<file path="src/rtl/adder_seq_ctrl_pkg.sv">
// Shared definitions for the chunked wide add/sub sequencer.
// State encoding and index sizing helper.
package adder_seq_ctrl_pkg;

  localparam logic [1:0] ST_IDLE = 2'd0;
  localparam logic [1:0] ST_RUN  = 2'd1;
  localparam logic [1:0] ST_DONE = 2'd2;

  // ceil(log2(n)), never below 1 so a single-chunk build still has an index bit
  function automatic int clog2_min1(input int n);
    int r;
    r = 0;
    for (int i = 0; i < 31; i++) begin
      if ((1 << i) < n) r = i + 1;
    end
    return (r < 1) ? 1 : r;
  endfunction

endpackage

</file>
<file path="src/rtl/adder_seq_ctrl_adder.sv">
// Shared chunk adder: BW_DATA-bit add with carry in and carry out.
// One instance is time-multiplexed across all chunks of an operation.
module adder_param #(
  parameter int BW_DATA = 8
) (
  input  logic [BW_DATA-1:0] i_a,
  input  logic [BW_DATA-1:0] i_b,
  input  logic               i_cin,
  output logic [BW_DATA-1:0] o_sum,
  output logic               o_cout
);

  assign {o_cout, o_sum} = {1'b0, i_a}
                         + {1'b0, i_b}
                         + {{BW_DATA{1'b0}}, i_cin};

endmodule

</file>
<file path="src/rtl/adder_seq_ctrl.sv">
// Wide add/sub sequencer: one BW_DATA chunk per cycle, LSB first,
// carry registered between chunks, valid/ready on both sides.
module adder_seq_ctrl
  import adder_seq_ctrl_pkg::*;
#(
  parameter int BW_DATA = 8,
  parameter int N_CHUNK = 4
) (
  input  logic                       i_clk,
  input  logic                       i_rstn,
  input  logic                       i_valid,
  output logic                       o_ready,
  input  logic [BW_DATA*N_CHUNK-1:0] i_a,
  input  logic [BW_DATA*N_CHUNK-1:0] i_b,
  input  logic                       i_cin,
  input  logic                       i_sub,
  output logic                       o_valid,
  input  logic                       i_ready,
  output logic [BW_DATA*N_CHUNK-1:0] o_sum,
  output logic                       o_cout,
  output logic                       o_busy
);

  localparam int W  = BW_DATA * N_CHUNK;
  localparam int IW = clog2_min1(N_CHUNK);
  localparam logic [IW-1:0] IDX_LAST = IW'(N_CHUNK - 1);

  logic [1:0]         state_q, state_d;
  logic [IW-1:0]      idx_q, idx_d;
  logic               carry_q, carry_d;
  logic               cout_q, cout_d;
  logic [W-1:0]       a_q, a_d;
  logic [W-1:0]       b_q, b_d;
  logic [W-1:0]       sum_q, sum_d;

  logic [BW_DATA-1:0] ch_a, ch_b, ch_sum;
  logic               ch_cout;
  logic               accept, last;

  assign accept = (state_q == ST_IDLE) && i_valid;
  assign last   = (idx_q == IDX_LAST);

  assign ch_a = a_q[idx_q*BW_DATA +: BW_DATA];
  assign ch_b = b_q[idx_q*BW_DATA +: BW_DATA];

  adder_param #(
    .BW_DATA(BW_DATA)
  ) u_adder (
    .i_a   (ch_a),
    .i_b   (ch_b),
    .i_cin (carry_q),
    .o_sum (ch_sum),
    .o_cout(ch_cout)
  );

  always_ff @(posedge i_clk or negedge i_rstn) begin
    if (!i_rstn) begin
      state_q <= ST_IDLE;
    end else begin
      state_q <= state_d;
    end
  end

  always_comb begin
    state_d = state_q;
    unique case (state_q)
      ST_IDLE: if (i_valid) state_d = ST_RUN;
      ST_RUN:  if (last)    state_d = ST_DONE;
      ST_DONE: if (i_ready) state_d = ST_IDLE;
      default:              state_d = ST_IDLE;
    endcase
  end

  always_comb begin
    o_ready = 1'b0;
    o_valid = 1'b0;
    o_busy  = 1'b0;
    unique case (state_q)
      ST_IDLE: o_ready = 1'b1;
      ST_RUN:  o_busy  = 1'b1;
      ST_DONE: begin
        o_valid = 1'b1;
        o_busy  = 1'b1;
      end
      default: o_ready = 1'b0;
    endcase
  end

  // Subtract is A + ~B + 1: invert B at accept, seed carry with 1
  always_comb begin
    a_d     = a_q;
    b_d     = b_q;
    carry_d = carry_q;
    idx_d   = idx_q;
    sum_d   = sum_q;
    cout_d  = cout_q;
    if (accept) begin
      a_d     = i_a;
      b_d     = i_sub ? ~i_b : i_b;
      carry_d = i_sub | i_cin;
      idx_d   = '0;
    end else if (state_q == ST_RUN) begin
      sum_d[idx_q*BW_DATA +: BW_DATA] = ch_sum;
      carry_d = ch_cout;
      idx_d   = last ? '0 : idx_q + 1'b1;
      if (last) cout_d = ch_cout;
    end
  end

  always_ff @(posedge i_clk or negedge i_rstn) begin
    if (!i_rstn) begin
      a_q     <= '0;
      b_q     <= '0;
      carry_q <= 1'b0;
      idx_q   <= '0;
      sum_q   <= '0;
      cout_q  <= 1'b0;
    end else begin
      a_q     <= a_d;
      b_q     <= b_d;
      carry_q <= carry_d;
      idx_q   <= idx_d;
      sum_q   <= sum_d;
      cout_q  <= cout_d;
    end
  end

  assign o_sum  = sum_q;
  assign o_cout = cout_q;

endmodule

</file>
<file path="config.mk">
export PLATFORM = sky130hd
export DESIGN_NAME = adder_seq_ctrl
export DESIGN_NICKNAME = d
export VERILOG_FILES = /design/src/rtl/adder_seq_ctrl_pkg.sv /design/src/rtl/adder_seq_ctrl_adder.sv /design/src/rtl/adder_seq_ctrl.sv
export SDC_FILE = /design/constraint.sdc
export NUM_CORES = 1
export LEC_CHECK = 0
export ABC_AREA = 1
export CAP_MARGIN = 20
export CELL_PAD_IN_SITES_DETAIL_PLACEMENT = 1
export CELL_PAD_IN_SITES_GLOBAL_PLACEMENT = 2
export CORE_MARGIN = 2
export CORE_UTILIZATION = 30
export DETAILED_ROUTE_END_ITERATION = 16
export GPL_TIMING_DRIVEN = 0
export PLACE_DENSITY_LB_ADDON = 0.1
export RECOVER_POWER = 50
export SYNTH_ARGS = -nofsm -noshare
export SYNTH_HDL_FRONTEND = slang
export SYNTH_SLANG_ARGS = --single-unit
export TNS_END_PERCENT = 10
</file>
<file path="constraint.sdc">
create_clock -name i_clk -period 2.8 [get_ports i_clk]
set_input_delay 0.56 -clock i_clk [delete_from_list [all_inputs] [get_ports i_clk]]
set_output_delay 0.56 -clock i_clk [all_outputs]
set_load 0.01 [all_outputs]
</file>
==> metrics.txt <==
vias in the first global route=4592; Crit Path Category=register to register; Psw=3850 µW; Syn Nets=697; DR WL/cell=16.3 µm; PwrDens=approximately 1200 nW/µm²; mux contribution to synthesized area=0; top-count cell post-synth=nand2_1; simple-gate share of the synthesized area=0.230; Final setup violation count=0; Max Buffers Root-to-Sink=2; Clock Pin Slew Worst Setup and Hold Paths=70 ps; dpl ws=-263 ps; Die Ht=135 µm; Worst Tran Pin Value=1300 ps; Worst Clk Skew=6.83 ps; Crit path required time=approximately 3100 ps; Syn Inst Count=609; post-detailed-route count of antenna-violating nets=0; final wirelength=15.6 mm; port buffer count=104; fin crit share=0.942; Die W=135 µm; layout cells sized above 1=0.0887; Core ar.=16700 µm²; CP startpoint kind=register; critical path fanouts, max=10; TritonCTS clock tree=built; FMAX=around 0.38 GHz; Final nets=between 800 and 900; status=finished clean; synth warn=0; Worst IR Drop VDD=0.000469 V; Slew Limit Fails=0; Synth Flop Type=dfrtp_1; RSZ-0062 raised after global routing=no; share of power burned in registers=0.301; CP Capture Type=register; Clock Sinks=102; Die ar.=18200 µm²; Post-Synth Adder-Cell Area=0.0466; total global routing overflow=0; Yosys reg bits=roughly 100; Iteration-0 DRC Markers=186; GRT Total Usage=0.179; Post-synth EDFFs=0; gpl congestion=0.798; Post-Place Cell Area=about 6500 µm²; sequential share of the synthesized area=0.495; DRC viols=0; top cells by area, synth=dfrtp_1 50%, nand2_1 16%, o21ai_0 7.2%; Num CTS Buffers=9; max-cap violation count=0; PnR worst setup slack=163 ps; Int Power=4680 µW; first-pass GRT wire length=around 25 mm; ANT cells=0; Final Hold Violating Endpoints=0; XOR/XNOR Fraction of Synth Area=0.0624; Tmin final=2640 ps; largest family of logic cells by synthesized area=simple AND/OR/NAND/NOR gates; initial antenna violation count=0; H-Tree Depth=3; Root Buffer=clkbuf_16; # IOs=~110; asr flop ratio synth=1.00; clock latency on the worst-skew pair=360 ps; Comb pwr share=0.549; clock share of power=0.150; compound-gate portion of the synthesized area=0.109; Pre-antenna DRT Iters=4; synthesis-to-layout area growth=33.4%; Synth top cells by count=220 x nand2_1, 102 x dfrtp_1, 74 x o21ai_0; switch share=0.451; HP Class=register to register; Crit path arrival time=2920 ps; relative max-transition margin=0.131; Post-Synthesis Cell Area=5150 µm²; Final HPWL DP=12.1 mm; hold buffers post-CTS=0; area fraction of the dominant cell type after synthesis=0.495; largest net degree at the start of global routing=55; Cell variety after synth=33; Initial Util=0.309; Syn Area/Cell=8.46 µm²; Pleak=0.00329 µW; vias=4438; routed vias/inst=4.66; cell accounting for the most synthesized area=dfrtp_1; Rows=47; final instance area=6880 µm²
[metal layers]
layer | GRT usage | routed length [µm]
met5 | 0 | 0
met4 | 0.0521 | 204
met3 | 0.0248 | 551
met2 | 0.297 | 7410
met1 | 0.244 | 7390
[critical path, stage by stage, from the launching register on]
cell and delay (ps):
dfrtp_1 410, buf_6 190, inv_6 80, buf_8 160
o21ai_0 210, o22ai_2 110, fa_2 410, inv_1 80
fa_1 440, nor2_1 190, nand2_1 100, o21ai_0 160
[through the flow]
step	hold WS, ps	power [µW]	TNS, ps	utilization	cells
finish	475	8530	0	0.412	953
global route	499	9310	0	0.412	953
CTS	258	8600	0	0.409	950
detailed placement	460	7250	-3780	0.389	934
global placement	460	7110	-296360	0.387	933
floorplan	264	5430	0	-	609
[path summary, 6_finish.rpt]
kind                       cells past startpoint  slack, ps          to       from
min in group asynchronous                      1        490  state_q[0]     i_rstn
hold reg to reg                                2        470   o_sum[27]  o_sum[27]
hold / removal                                 2        470   o_sum[27]  o_sum[27]
setup / recovery                              11        160   o_sum[25]   idx_q[0]
setup reg to reg                              11        160   o_sum[25]   idx_q[0]
max in group asynchronous                      2       1420     b_q[28]     i_rstn
[final cells by class]
cell class / count / area [µm²]
sequential: 102 / 2550
buffer: 30 / 193
clock inverter: 2 / 12.5
fill: 2000 / 9820
timing repair buffer: 108 / 1090
clock buffer: 14 / 294
inverter: 34 / 134
multi-input combinational: 443 / 2330
tap: 220 / 275
[logic make-up after synthesis]
logic type                 after synthesis
DFF                                    102
adders and majority gates               18
AOI/OAI and AO/OA                      103
xor gates and xnor gates                35
and+or+nand+nor                        287
buffers and inverters                   64
[power by group through the flow]
stage                     Clock [µW]  Combinational (µW)  Sequential (µW)
after floorplan                    0                2900             2530
after global placement             0                4530             2580
after detailed placement           0                4650             2590
after CTS                       1310                4710             2580
after global routing            1370                5300             2640
final                           1280                4690             2560
[timing repair]
action / CTS / global route
endpoints found under the setup margin: 28 / 24
pin swaps: 0 / 2
gates resized for setup: 10 / 18
buffers inserted: 0 / 3
cloned: 0 / 0
[registers in the layout, indices dropped and copies added (netlist names)]
signal,count
a_q,32
b_q,32
carry_q,1
idx_q,2
o_cout,1
o_sum,32
state_q,2
[cell usage in the layout, fill, tap and decap left out, types with 3 or more instances in the layout]
cell type and count:
o21ai_0 72, buf_2 8, nand3_1 14, a22o_1 3
dlygate4sd3_1 10, dfrtp_1 101, nand2_2 4, xnor2_1 33
buf_4 9, clkdlybuf4s50_1 93, inv_1 31, nor2_1 31
clkbuf_8 5, o22ai_1 11, clkbuf_2 3, a21oi_1 6
ha_1 16, nand4_1 11, clkbuf_1 8, o21ai_1 3
clkbuf_16 9, nand2_1 220, o22ai_2 3
No activity file was read; power rests on OpenSTA's default activity.
